### src/rtl/checkerboard_pkg.sv
// Shared definitions for the checkerboard move controller and board RAM:
// board geometry, cell encoding and the controller FSM state type.
package checkerboard_pkg;

   localparam int ADDR_W = 6;
   localparam int CELLS  = 1 << ADDR_W;
   localparam int CNT_W  = 7;

   localparam logic [1:0] CELL_EMPTY = 2'b00;
   localparam logic [1:0] CELL_BLACK = 2'b01;
   localparam logic [1:0] CELL_WHITE = 2'b10;
   localparam logic [1:0] CELL_RSVD  = 2'b11;

   typedef enum logic [2:0] {
      ST_IDLE,
      ST_CHECK,
      ST_WRITE,
      ST_DONE,
      ST_CLEAR
   } state_e;

endpackage

### src/rtl/checkerboard_move_ctrl.sv
// Move/clear sequencer in front of the board RAM. Places a stone only on an
// EMPTY cell with a legal colour, walks the whole board on a clear request,
// and tracks how many black and white stones are on the board.
module checkerboard_move_ctrl
   import checkerboard_pkg::*;
#(
   parameter int ADDR_W = checkerboard_pkg::ADDR_W,
   parameter int CELLS  = 2 ** ADDR_W,
   parameter int CNT_W  = checkerboard_pkg::CNT_W
) (
   input  logic              clk,
   input  logic              rst_n,
   input  logic              clear_req,
   output logic              clear_busy,
   input  logic              mv_valid,
   output logic              mv_ready,
   input  logic [ADDR_W-1:0] mv_addr,
   input  logic [1:0]        mv_color,
   output logic              mv_done,
   output logic              mv_ok,
   output logic              ram_wr_en,
   output logic [ADDR_W-1:0] ram_wr_addr,
   output logic [1:0]        ram_wr_data,
   output logic [ADDR_W-1:0] ram_rd_addr,
   input  logic [1:0]        ram_rd_data,
   output logic [CNT_W-1:0]  black_count,
   output logic [CNT_W-1:0]  white_count
);

   // The walk index is one bit wider than an address so the last cell is
   // detected by value and the index never wraps inside one walk.
   localparam logic [ADDR_W:0] LAST_IDX = (ADDR_W+1)'(CELLS - 1);

   state_e            state_q;
   logic [ADDR_W-1:0] addr_q;
   logic [1:0]        color_q;
   logic [ADDR_W-1:0] rd_addr_q;
   logic [ADDR_W:0]   idx_q;
   logic              clear_pending_q;
   logic              ok_q;
   logic [CNT_W-1:0]  black_q;
   logic [CNT_W-1:0]  white_q;

   // Sequencer: move handshake, occupancy check, stone write and board clear
   always_ff @(posedge clk) begin
      if (!rst_n) begin
         state_q         <= ST_IDLE;
         addr_q          <= '0;
         color_q         <= CELL_EMPTY;
         rd_addr_q       <= '0;
         idx_q           <= '0;
         clear_pending_q <= 1'b0;
         ok_q            <= 1'b0;
         black_q         <= '0;
         white_q         <= '0;
      end else begin
         case (state_q)
            ST_IDLE: begin
               // Clear has priority over a move presented in the same cycle
               if (clear_req || clear_pending_q) begin
                  state_q <= ST_CLEAR;
                  idx_q   <= '0;
               end else if (mv_valid) begin
                  state_q   <= ST_CHECK;
                  addr_q    <= mv_addr;
                  color_q   <= mv_color;
                  rd_addr_q <= mv_addr;
               end
            end
            ST_CHECK: begin
               if (clear_req) clear_pending_q <= 1'b1;
               if (ram_rd_data == CELL_EMPTY &&
                   (color_q == CELL_BLACK || color_q == CELL_WHITE)) begin
                  state_q <= ST_WRITE;
               end else begin
                  ok_q    <= 1'b0;
                  state_q <= ST_DONE;
               end
            end
            ST_WRITE: begin
               if (clear_req) clear_pending_q <= 1'b1;
               if (color_q == CELL_BLACK) black_q <= black_q + CNT_W'(1);
               else                       white_q <= white_q + CNT_W'(1);
               ok_q    <= 1'b1;
               state_q <= ST_DONE;
            end
            ST_DONE: begin
               // A request arriving in DONE is served immediately after it
               if (clear_pending_q || clear_req) begin
                  clear_pending_q <= 1'b1;
                  state_q         <= ST_CLEAR;
                  idx_q           <= '0;
               end else begin
                  state_q <= ST_IDLE;
               end
            end
            ST_CLEAR: begin
               if (idx_q == LAST_IDX) begin
                  black_q         <= '0;
                  white_q         <= '0;
                  clear_pending_q <= 1'b0;
                  state_q         <= ST_IDLE;
               end else begin
                  idx_q <= idx_q + (ADDR_W+1)'(1);
               end
            end
            default: state_q <= ST_IDLE;
         endcase
      end
   end

   assign mv_ready    = (state_q == ST_IDLE) && !clear_pending_q && !clear_req;
   assign mv_done     = (state_q == ST_DONE);
   assign mv_ok       = ok_q;
   assign clear_busy  = (state_q == ST_CLEAR);
   assign ram_wr_en   = (state_q == ST_WRITE) || (state_q == ST_CLEAR);
   assign ram_wr_addr = (state_q == ST_CLEAR) ? idx_q[ADDR_W-1:0] : addr_q;
   assign ram_wr_data = (state_q == ST_CLEAR) ? CELL_EMPTY : color_q;
   assign ram_rd_addr = rd_addr_q;
   assign black_count = black_q;
   assign white_count = white_q;

endmodule

### config.mk
export PLATFORM = sky130hd
export DESIGN_NAME = checkerboard_move_ctrl
export DESIGN_NICKNAME = d
export VERILOG_FILES = /design/src/rtl/checkerboard_pkg.sv /design/src/rtl/checkerboard_move_ctrl.sv
export SDC_FILE = /design/constraint.sdc
export NUM_CORES = 1
export LEC_CHECK = 0
export CAP_MARGIN = 15
export CORE_UTILIZATION = 43
export DETAILED_ROUTE_END_ITERATION = 8
export PLACE_DENSITY = 0.82
export SETUP_SLACK_MARGIN = 0.02
export SLEW_MARGIN = 10
export SYNTH_ARGS = -nofsm -noshare
export SYNTH_HDL_FRONTEND = slang
export SYNTH_SLANG_ARGS = --single-unit
### constraint.sdc
create_clock -name clk -period 1.8 [get_ports clk]
set_clock_uncertainty 0.15 [all_clocks]
set_input_delay 0.18 -clock clk [delete_from_list [all_inputs] [get_ports clk]]
set_output_delay 0.18 -clock clk [all_outputs]
set_load 0.005 [all_outputs]
# Word-level counts from Yosys, hierarchy flattened
# Index checks and enable logic that the tools add are counted.
# word_totals
register_bits,34
output_inout_bits,33
word_cells,73
# classes
addsub,3
eq_ne,16
n_mux,22
n_bitwise,1
reduce_logical,23
# ops
cell,count
$pmux W7 S2,3
$mux W7,5
$add A7 B1 Y7 const B,3
$pmux W3 S5,1
$mux W3,4
$reduce_and A3 Y1,4
$ne A2 B1 Y1 const B,4
$ne A2 B2 Y1 const B,4
$eq A7 B6 Y1 const B,1
$eq A3 B2 Y1 const B,2
$mux W6,1
$reduce_bool A2 Y1,3
$mux W1,5
$reduce_and A2 Y1,2
$reduce_and A4 Y1,1
$reduce_or A2 Y1,2
$eq A3 B1 Y1 const B,1
$eq A3 B3 Y1 const B,1
$logic_and A1 B1 Y1,3
$logic_not A3 Y1,1
$logic_or A1 B1 Y1,3
$ne A3 B3 Y1 const B,1
$pmux W1 S3,1
$reduce_bool A3 Y1,1
other kinds (7),8

# Depth between registers and ports, before layout
# Gate-level depths: netlist of run 1.
# depth
depth_word,5
mapped_depth,6
depth_no_buf,6

# Worst setup path after synthesis of run 1
# Ideal clock, no wire load.
# synth_timing
path_type,reg2reg
from,reg color_q[1]
to,reg white_q[5] (netlist: white_count[5])
setup_ps,91
arrival_ps,1556
required_ps,1559
slack_ps,3
path_stages_with_launch,7
path_cell_list,dfxtp_1 > inv_1 > ha_1 > or4b_4 > nor2_2 > a31oi_1 > a311oi_1
# synth_via
elab_chain_len,3
# synth_rtl
element,line_no,source
from (decl),checkerboard_move_ctrl.sv:36,logic [1:0] color_q;
from (signal assigned),checkerboard_move_ctrl.sv:66,color_q <= mv_color;
$eq A2 B1 Y1,checkerboard_move_ctrl.sv:82,if (color_q == CELL_BLACK) black_q <= black_q + CNT_W'(1);
$ne A2 B2 Y1 (no line),n/a,
$reduce_and A3 Y1 (no line),n/a,
to (signal assigned),checkerboard_move_ctrl.sv:83,else white_q <= white_q + CNT_W'(1);
to (decl),checkerboard_move_ctrl.sv:42,logic [CNT_W-1:0] white_q;
# Every way passes these cells.
# A chain may end at the register's enable or synchronous reset.

# Worst setup path after layout of run 1
# layout_timing
from,reg state_q[1]
to,out ram_wr_data[0]
# layout_via
elab_chain_len,2
# layout_rtl
element,line_no,source
from (decl),checkerboard_move_ctrl.sv:34,state_e state_q;
from (signal assigned),checkerboard_move_ctrl.sv:47,state_q <= ST_IDLE;
from (signal assigned),checkerboard_move_ctrl.sv:61,state_q <= ST_CLEAR;
from (signal assigned),checkerboard_move_ctrl.sv:64,state_q <= ST_CHECK;
$eq A3 B3 Y1,checkerboard_move_ctrl.sv:118,assign ram_wr_data = (state_q == ST_CLEAR) ? CELL_EMPTY : color_q;
$mux W2,checkerboard_move_ctrl.sv:118,
to (decl),checkerboard_move_ctrl.sv:23,"output logic [1:0] ram_wr_data,"
# Every way passes these cells.

==> results.sh, run 1 <==
export IMPL_synth_xor_area_share_pct=2.05
export IMPL_antenna_found_initial=0
export IMPL_cp_arrival_ps=1550
export IMPL_vias=1870
export IMPL_start_util_pct=45.8
export IMPL_clkSlewWorstSetupHoldPaths_ps=60
export IMPL_fmax_mhz=533
export IMPL_finalMaxSlewViolations=0
export IMPL_max_stage_delay_ps=440
export IMPL_grt_first_pass_wirelength_mm=8.41
export IMPL_synth_top_cell_by_area="dfxtp_1"
export IMPL_endpoint="ram_wr_data[0]"
export IMPL_synthArstFlopShare_pct=0
export IMPL_synth_common_cells="dfxtp_1 (34), nand2_1 (33), nor2_1 (19), nand3_1 (13), a21oi_1 (12)"
export IMPL_cp_required_ps=1470
export IMPL_synthTopCellsByArea="dfxtp_1 (40%), nand2_1 (7.2%), mux2i_1 (4.7%)"
export IMPL_violations="negative setup slack"
export IMPL_post_drt_wl_per_cell_um=15.0
export IMPL_status="finished, violations left"
export IMPL_area_delta_synth_final_pct=57.9
export IMPL_yosys_area_top_type_share_pct=39.7
export IMPL_power_internal_mw=1.92
export IMPL_clkPwrFrac_pct=17.5
export IMPL_hold_depth=1
export IMPL_grt_pass1_vias=1818
export IMPL_p_sw_share_pct=36.2
export IMPL_min_period_ps=1880
export IMPL_setup_ws_ps=-75.0
export IMPL_gp_congestion=0.887
export IMPL_synthMuxAreaShare_pct=4.67
export IMPL_die_x_um=65.1
export IMPL_synth_fp_nets=225
export IMPL_antenna_left=0
export IMPL_path_max_fanout=4
export IMPL_syn_area_um2=1710
export IMPL_p_leak_nw=1.17
export IMPL_overflow=0
export IMPL_clock_path_buffers=2
export IMPL_fp_row_count=22
export IMPL_port_buffers=46
export IMPL_synth_cells=207
export IMPL_cts_tree="yes"
export IMPL_fp_dieH_um=65.1
export IMPL_critPathLaunchType="register"
export IMPL_synth_top_family_by_area="simple AND/OR/NAND/NOR gates"
export IMPL_hp_class="register to register"
export IMPL_htree_num_levels=2
export IMPL_ir_worst_vdd_mv=0.908
export IMPL_power_mw=3.01
export IMPL_holdBufCountCts=0
export IMPL_place_hpwl_mm=3.24
export IMPL_io_pins=47
export IMPL_setup_viol=13
export IMPL_synth_seq_cells=34
export IMPL_drcViolationCount=0
export IMPL_cp_slowest_cell="or3b_4"
export IMPL_critPathLaunch="state_q[1]"
export IMPL_avgSynthCellArea_um2=8.27
export IMPL_comb_power_share_pct=52.1
export IMPL_r2r_setup_slack_ps=-40
export IMPL_drt_first_iter_violations=125
export IMPL_synth_edff_count=0
export IMPL_r2r_start="state_q[1]"
export IMPL_cts_made_buffers=5
export IMPL_diodes=0
export IMPL_core_area_um2=3740
export IMPL_die_area_um2=4240
export IMPL_p_sw_mw=1.09
export IMPL_ys_dominant_reg_cell="dfxtp_1"
export IMPL_tightest_slew_ps=358
export IMPL_critPathKind="register to primary output"
export IMPL_ys_seq_area_share_pct=39.7
export IMPL_holdWs_ps=321
export IMPL_cap_violations=0
export IMPL_synth_compound_area_share_pct=20.1
export IMPL_ys_warn_count=0
export IMPL_cpMostUsedCell="buf_6"
export IMPL_relSlewSlack_pct=76.0
export IMPL_crit_path_end_kind="primary output"
export IMPL_reg2reg_to="black_count[6]"
export IMPL_p_seq_share_pct=30.4
export IMPL_yosys_area_share_simple_pct=26.4
export IMPL_synthAdderAreaFrac_pct=2.92
export IMPL_cp_cell_sequence="or3b_4, buf_6, buf_6, and2_4, buf_6"
export IMPL_viasPerCell=5.50
export IMPL_post_route_period_util_pct=104
export IMPL_cts_root_buffer="clkbuf_8"
export IMPL_finish_net_count=310
export IMPL_rr_worst_depth=6
export IMPL_cts_sinks=34
export IMPL_drive_gt1_share_pct=33.2
export IMPL_grt_start_max_net_pins=16
export IMPL_yosysUniqueCellTypes=46
export IMPL_powerDensity_nw_per_um2=1110
export IMPL_hold_viol=0
export IMPL_synth_most_common_cell="dfxtp_1"
export IMPL_grt_setup_unrepaired="yes"
export IMPL_grt_use_total_pct=26.1
export IMPL_insertion_delay_ps=290
export IMPL_dr_pass1_iters=4
export IMPL_wirelength_mm=5.10
## cell usage in the layout, fill, tap and decap left out, types with 2 or more instances in the layout
cell type	netlist	layout
or3_1	2	2
clkbuf_2	0	2
xor2_1	3	3
clkdlybuf4s50_1	0	34
o21ai_0	10	10
buf_6	0	10
nor2_1	19	14
nand4_1	2	2
a21oi_1	12	8
nand3_1	13	8
inv_1	5	4
buf_4	2	32
o211ai_1	4	4
or2_2	3	3
mux2i_1	8	8
o22ai_1	3	3
buf_2	3	5
a31oi_1	5	5
clkbuf_1	5	2
a311oi_1	3	2
dfxtp_2	0	4
ha_1	4	3
nand3b_1	2	2
o211a_1	2	2
nand2_1	33	27
nor3_1	3	2
a211oi_1	2	2
dlymetal6s2s_1	0	3
clkbuf_8	0	5
a31o_2	2	2
nand3_2	0	5
dfxtp_1	34	30
or4_1	2	2
nor2_2	1	5
o21a_1	2	2
a21oi_2	0	4
nand2_2	0	5
## power by group through the flow
stage	sequential, mW	combinational (mW)	clock (mW)
2_1_floorplan	0.924	0.621	0
3_3_place_gp	0.908	1.16	0
3_5_place_dp	0.912	1.19	0
4_1_cts	0.909	1.43	0.536
5_1_grt	0.928	1.68	0.569
6_report	0.915	1.57	0.528
## logic make-up (layout without fill, tap and decap cells)
family          Yosys count  after routing
simple gates             89             89
compound gates           52             52
flops                    34             34
buf+inv                  16            101
mux                       8              8
fa+ha+maj                 4              4
xor+xnor                  4              4
## worst min path at each step
stage | startpoint | endpoint | slack [ps]
2_1_floorplan | mv_color[0] | color_q[0] | 170
3_3_place_gp | white_count[6] | white_count[6] | 310
3_5_place_dp | white_count[6] | white_count[6] | 310
4_1_cts | white_count[6] | white_count[6] | 320
5_1_grt | white_count[6] | white_count[6] | 340
6_report | white_count[6] | white_count[6] | 320
## critical path: cells and delay by family, from the launching register on
family                 cells  cell delay [ps]
buffers and inverters      3              360
and+or+nand+nor            2              570
DFF                        1              330
## metrics by stage
step           util (%)  setup WS, ps  instance area [um^2]  TNS (ps)  cells
6_report           72.2         -75.0                  2700      -507    340
5_1_grt            72.2          -100                  2700      -972    340
4_1_cts            70.6          -141                  2640      -686    338
3_5_place_dp       63.9          -115                  2390      -554    318
3_3_place_gp       63.9          -111                  2390      -353    318
2_1_floorplan         -          21.6                  1720         0    207
## sequential cells by signal (all words and copies together) (netlist names)
name             flops
ram_rd_addr          6
white_count          7
clear_pending_q      1
mv_ok                1
black_count          7
state_q              3
idx_q                7
color_q              2
## layer usage
metal	global-route usage, %	wire length, um	part of all wire [%]
met3	5.90	280	5.5
met4	13.0	122	2.4
met5	0	0	0
met2	43.9	2580	51
met1	31.0	2120	42
## repair_timing
| item | 4_1_cts | 5_1_grt |
|---|---|---|
| endpoints found under the setup margin | 24 | 28 |
| gates resized for setup | 59 | 22 |
| cloned | 2 | 0 |
| pin swaps | 15 | 14 |
| buffers inserted | 11 | 4 |
| hold endpoints to repair | 0 | 0 |
## area by class of cell
| cell class | instances | area (um^2) |
|---|---|---|
| inverter | 6 | 27.5 |
| tap | 48 | 60.1 |
| timing repair inverter | 1 | 6.26 |
| timing repair buffer | 87 | 774 |
| multi-input combinational | 157 | 1070 |
| clock buffer | 7 | 76.3 |
| fill | 289 | 1040 |
| sequential | 34 | 686 |
Power figures use the tool's default switching activity.
==> run 2: changes to the inputs <==
--- a/config.mk
+++ b/config.mk
@@ -8,7 +8,7 @@
 export CAP_MARGIN = 15
 export CORE_UTILIZATION = 43
 export DETAILED_ROUTE_END_ITERATION = 8
-export PLACE_DENSITY = 0.82
+export PLACE_DENSITY = 0.85
 export SETUP_SLACK_MARGIN = 0.02
 export SLEW_MARGIN = 10
 export SYNTH_ARGS = -nofsm -noshare
==> run 2 against run 1 <==
The run still ends with negative setup slack left. Die area did not move. Flip-flop and latch count did not move. Power rose by 21%. Register-to-register slack got worse by 130 ps. Setup slack got worse by 97 ps. Clock-buffer cell count did not move. Combinational power rose by 34%. Cell area rose by 9.2%. Sequential share of layout area fell by 2.1 points. Clock power rose by 16%. Via count rose by 13%. Global-route usage rose by 5.3 points. Largest power group unchanged.
==> results.sh, run 2 (synthesis results as in run 1) <==
export IMPL_fin_setup_tns_ps=-2180
export IMPL_cp_cell_sequence="or3b_4, buf_16, buf_8, or3_4, nand3_1, a21oi_1"
export IMPL_grt_pass1_vias=1971
export IMPL_insertion_delay_ps=300
export IMPL_dr_pass1_iters=4
export IMPL_grt_first_pass_wirelength_mm=9.80
export IMPL_viasPerCell=6.03
export IMPL_cts_tree="yes"
export IMPL_cts_made_buffers=5
export IMPL_place_hpwl_mm=3.16
export IMPL_post_drt_wl_per_cell_um=20.5
export IMPL_crit_path_end_kind="register"
export IMPL_cp_arrival_ps=2010
export IMPL_ir_worst_vdd_mv=0.950
export IMPL_power_mw=3.65
export IMPL_cap_violations=0
export IMPL_finish_net_count=321
export IMPL_hold_viol=0
export IMPL_cts_sinks=34
export IMPL_vias=2121
export IMPL_relSlewSlack_pct=74.3
export IMPL_drcViolationCount=0
export IMPL_core_area_um2=3740
export IMPL_antenna_left=0
export IMPL_fp_dieH_um=65.1
export IMPL_grt_setup_unrepaired="yes"
export IMPL_fin_util_pct=78.9
export IMPL_antenna_found_initial=0
export IMPL_final_cell_mix="clkdlybuf4s50_1 (34), buf_4 (34), dfxtp_1 (30)"
export IMPL_htree_num_levels=2
export IMPL_holdBufCountCts=0
export IMPL_overflow=0
export IMPL_critPathKind="register to register"
export IMPL_holdWs_ps=322
export IMPL_fmax_mhz=507
export IMPL_fp_row_count=22
export IMPL_cp_slowest_cell="or3b_4"
export IMPL_grt_start_max_net_pins=14
export IMPL_area_delta_synth_final_pct=72.4
export IMPL_hp_class="primary input to register"
export IMPL_cts_root_buffer="clkbuf_8"
export IMPL_setup_ws_ps=-172
export IMPL_powerDensity_nw_per_um2=1240
export IMPL_critPathLaunchType="register"
export IMPL_finalMaxSlewViolations=0
export IMPL_start_util_pct=45.8
export IMPL_grt_use_total_pct=31.4
export IMPL_clock_path_buffers=2
export IMPL_setup_viol=22
export IMPL_drive_gt1_share_pct=40.5
export IMPL_p_leak_nw=1.23
export IMPL_clkSlewWorstSetupHoldPaths_ps=70
export IMPL_status="finished, violations left"
export IMPL_diodes=0
export IMPL_max_stage_delay_ps=480
export IMPL_min_period_ps=1970
export IMPL_tightest_slew_ps=385
export IMPL_post_route_period_util_pct=110
export IMPL_violations="negative setup slack"
export IMPL_wirelength_mm=7.23
export IMPL_die_x_um=65.1
export IMPL_io_pins=47
export IMPL_die_area_um2=4240
export IMPL_cp_required_ps=1840
export IMPL_path_max_fanout=6
export IMPL_gp_congestion=0.865
export IMPL_port_buffers=46
export IMPL_drt_first_iter_violations=205
==> run 2: cell types whose count changed in the layout (fill, tap and decap cells not counted), moves of 3 or more <==
cell / change
dlymetal6s2s_1: -3
nand2_1: -6
buf_6: +9
nand2_2: +4
o21ai_0: -3
==> run 2: path summary, 6_finish.rpt <==
kind / cells past startpoint / to / slack (ps) / startpoint
max reg2reg: 6 / black_count[0] / -170 / state_q[1]
min reg2reg: 2 / color_q[1] / 350 / color_q[1]
max: 6 / black_count[0] / -170 / state_q[1]
min: 3 / color_q[1] / 320 / mv_color[1]
==> run 2: layer usage <==
layer	vias to the layer above	wire, um	GRT usage [%]
met3	41	489	6.94
met2	119	3530	51.8
met4	0	390	19.3
met1	1023	2820	36.8
li1	938	-	-
met5	-	0	0
==> run 2: layout make-up <==
cell class / instances / area [um^2]
multi-input cells: 157 / 1160
repair buffers: 98 / 915
fillers: 222 / 791
flip-flops and latches: 34 / 686
clock buffers: 7 / 86.3
well taps: 48 / 60.1
inverters: 6 / 27.5
repair inverters: 1 / 8.76
clock inverters: 1 / 5.00
==> run 2: stage by stage <==
stage / instance area (um^2) / setup slack, ps / instances
after detailed placement: 2350 / -114 / 313
after global placement: 2350 / -116 / 313
after CTS: 2750 / -115 / 342
final: 2950 / -172 / 352
after floorplan: 1720 / 21.6 / 207
after global routing: 2950 / -203 / 352
==> run 2: critical path: cells and delay by family (launching register included) <==
kind / cells / cell delay [ps]
buf+inv: 2 / 300
flops: 1 / 330
compound gates: 1 / 60
simple gates: 3 / 1020
==> run 2: power breakdown <==
group / total, mW / switching [mW] / internal (mW)
sequential: 0.931 / 0.0871 / 0.844
clock: 0.614 / 0.305 / 0.309
combinational: 2.10 / 1.02 / 1.09
total: 3.65 / 1.41 / 2.24
==> run 2: what timing repair did <==
| item | CTS | global route |
|---|---|---|
| gates resized for setup | 86 | 40 |
| endpoints found under the hold margin | 0 | 0 |
| endpoints found under the setup margin | 27 | 30 |
| pin swaps | 16 | 27 |
| gates cloned | 2 | 0 |
| setup buffers | 20 | 12 |
==> run 3: changes to the inputs <==
--- a/config.mk
+++ b/config.mk
@@ -5,10 +5,12 @@
 export SDC_FILE = /design/constraint.sdc
 export NUM_CORES = 1
 export LEC_CHECK = 0
+export ABC_AREA = 1
 export CAP_MARGIN = 15
-export CORE_UTILIZATION = 43
+export CORE_UTILIZATION = 44
 export DETAILED_ROUTE_END_ITERATION = 8
 export PLACE_DENSITY = 0.85
+export RECOVER_POWER = 50
 export SETUP_SLACK_MARGIN = 0.02
 export SLEW_MARGIN = 10
 export SYNTH_ARGS = -nofsm -noshare
==> run 3 against run 2 <==
The flow now finishes without violations. First-iteration DRC count is 37% lower. Critical path depth stayed put. Sequential share of layout area increased by 3.2 points. Cell area fell by 12%. Setup slack improved by 210 ps. Via count decreased by 8.2%. Clock power fell by 4.2%. Maximum frequency up 12%. Sequential power up 13%. Global-route usage is 7.8 points lower.
==> results.sh, run 3 <==
export IMPL_status="completed"
export IMPL_grt_setup_unrepaired="no"
export IMPL_r2r_setup_slack_ps=130
export IMPL_insertion_delay_ps=290
export IMPL_fillers=349
export IMPL_rr_worst_depth=8
export IMPL_hold_viol=0
export IMPL_cts_sinks=34
export IMPL_port_buffers=46
export IMPL_ys_dominant_reg_cell="dfxtp_1"
export IMPL_area_delta_synth_final_pct=38.2
export IMPL_ys_seq_area_share_pct=36.2
export IMPL_seq_area_um2=684
export IMPL_antenna_left=0
export IMPL_syn_area_um2=1880
export IMPL_wirelength_mm=4.83
export IMPL_synth_most_common_cell="nand2_1"
export IMPL_min_period_ps=1760
export IMPL_dp_slack_ps=-68.5
export IMPL_viasPerCell=5.01
export IMPL_finalMaxSlewViolations=0
export IMPL_cap_violations=0
export IMPL_gp_congestion=0.849
export IMPL_tightest_slew_ps=399
export IMPL_die_x_um=67.3
export IMPL_synth_common_cells="nand2_1 (64), inv_1 (35), dfxtp_1 (34), nor2_1 (34), nand3_1 (29)"
export IMPL_diodes=0
export IMPL_io_pins=47
export IMPL_ir_worst_vdd_mv=0.599
export IMPL_holdBufCountCts=0
export IMPL_final_cell_mix="nand2_1 (63), inv_1 (34), nor2_1 (34)"
export IMPL_core_area_um2=4060
export IMPL_place_hpwl_mm=3.37
export IMPL_cts_made_buffers=5
export IMPL_drt_first_iter_violations=130
export IMPL_grt_start_max_net_pins=13
export IMPL_multiInputGateArea_um2=1020
export IMPL_dr_pass1_iters=4
export IMPL_start_util_pct=46.3
export IMPL_hp_class="register to register"
export IMPL_hp_start="idx_q[6]"
export IMPL_synth_edff_count=0
export IMPL_synth_top_cell_by_area="dfxtp_1"
export IMPL_powerDensity_nw_per_um2=1370
export IMPL_relSlewSlack_pct=73.4
export IMPL_clock_path_buffers=2
export IMPL_cp_arrival_ps=1430
export IMPL_avgSynthCellArea_um2=6.90
export IMPL_htree_num_levels=2
export IMPL_grt_pass1_vias=1846
export IMPL_fp_dieH_um=67.3
export IMPL_ys_warn_count=0
export IMPL_fp_row_count=23
export IMPL_vias=1948
export IMPL_fmax_mhz=568
export IMPL_post_route_period_util_pct=97.8
export IMPL_r2r_start="idx_q[0]"
export IMPL_yosys_area_top_type_share_pct=36.2
export IMPL_final_common_cell="nand2_1"
export IMPL_synth_fp_nets=290
export IMPL_reg2reg_to="white_count[3]"
export IMPL_critPathLaunch="state_q[0]"
export IMPL_p_leak_nw=1.25
export IMPL_synthTopCellsByArea="dfxtp_1 (36%), nand2_1 (13%), nand3_1 (7.7%)"
export IMPL_synth_seq_cells=34
export IMPL_endpoint="clear_busy"
export IMPL_cp_required_ps=1470
export IMPL_cts_root_buffer="clkbuf_8"
export IMPL_crit_path_end_kind="primary output"
export IMPL_finish_net_count=356
export IMPL_path_max_fanout=4
export IMPL_die_area_um2=4530
export IMPL_setup_viol=0
export IMPL_post_drt_wl_per_cell_um=12.4
export IMPL_cts_tree="yes"
export IMPL_critPathKind="register to primary output"
export IMPL_synth_cells=272
export IMPL_clkSlewWorstSetupHoldPaths_ps=70
export IMPL_overflow=0
export IMPL_antenna_found_initial=0
export IMPL_grt_use_total_pct=23.5
export IMPL_yosysUniqueCellTypes=31
export IMPL_critPathLaunchType="register"
export IMPL_drive_gt1_share_pct=16.2
export IMPL_setup_ws_ps=38.7
export IMPL_synthArstFlopShare_pct=0
export IMPL_fin_util_pct=64.0
export IMPL_drcViolationCount=0
export IMPL_grt_first_pass_wirelength_mm=7.99
[run 3: cell types whose count changed in the layout (fill, tap and decap cells not counted), sizes merged, moves of 5 or more]
| cell | delta |
|---|---|
| buf | -40 |
| nand2 | +37 |
| inv | +32 |
| clkdlybuf4s50 | -20 |
| dlygate4sd3 | +20 |
| nor2 | +19 |
| nand3 | +17 |
| o21ai | +10 |
| a21oi | +9 |
| mux2i | -8 |
| a31oi | -5 |
[run 3: where the power goes]
| group | switching [mW] | internal, mW | leakage (nW) |
|---|---|---|---|
| logic | 1.03 | 0.878 | 0.927 |
| registers | 0.139 | 0.909 | 0.277 |
| clock network | 0.279 | 0.309 | 0.0482 |
[run 3: logic make-up (layout without fill, tap and decap cells)]
family | Yosys count | count (layout) | synth area share, %
buffers and inverters | 44 | 111 | 10.5
flip-flops | 34 | 34 | 36.2
adder cells (fa/ha/maj) | 4 | 4 | 2.66
XOR/XNOR | 2 | 2 | 0.933
AND/OR/NAND/NOR | 145 | 145 | 36.8
AO/OA/AOI/OAI | 43 | 43 | 12.9
[run 3: cell type report]
cell class              count  area share (%)
multi-input cells         194            39.2
flip-flops and latches     34            26.4
repair buffers             66            23.0
inverters                  37            5.54
clock buffers               7            3.33
well taps                  50            2.41
clock inverters             1           0.193
[run 3: how the worst min path moves through the flow]
stage	end	slack (ps)	cells after the start
2_1_floorplan	idx_q[1]	180	2
5_1_grt	clear_pending_q	340	2
4_1_cts	idx_q[6]	290	2
6_report	idx_q[6]	300	2
3_3_place_gp	idx_q[6]	270	2
3_5_place_dp	idx_q[6]	270	2
[run 3: per-layer routing]
layer  track usage [%]  vias to the layer above  routed length [um]
met2              38.1                       67                2390
li1                  -                     1000                   -
met3              5.24                        6                 327
met1              29.5                      875                2050
met4              10.9                        0                  66
met5                 0                        -                   0
[run 3: repair_timing]
| item | 4_1_cts | 5_1_grt |
|---|---|---|
| endpoints found under the hold margin | 0 | 0 |
| resized for setup | 30 | 9 |
| setup buffers | 4 | 3 |
| pin swaps | 2 | 4 |
| endpoints found under the setup margin | 12 | 7 |
[run 3: metrics by stage]
step / TNS, ps / hold WS [ps] / instances / instance area (um^2) / power [mW]
3_3_place_gp: -124 / 270 / 375 / 2460 / 2.81
4_1_cts: 0 / 287 / 387 / 2580 / 3.53
6_report: 0 / 304 / 389 / 2590 / 3.54
2_1_floorplan: 0 / 179 / 272 / 1880 / 2.10
5_1_grt: 0 / 338 / 389 / 2590 / 3.80
3_5_place_dp: -471 / 273 / 375 / 2460 / 2.86
[run 3: critical path, stage by stage (launching register included)]
cell and delay (ps):
dfxtp_1 400, nor2_4 60, nand2_4 100, inv_4 50, buf_4 140, buf_4 120, dlygate4sd2_1 250
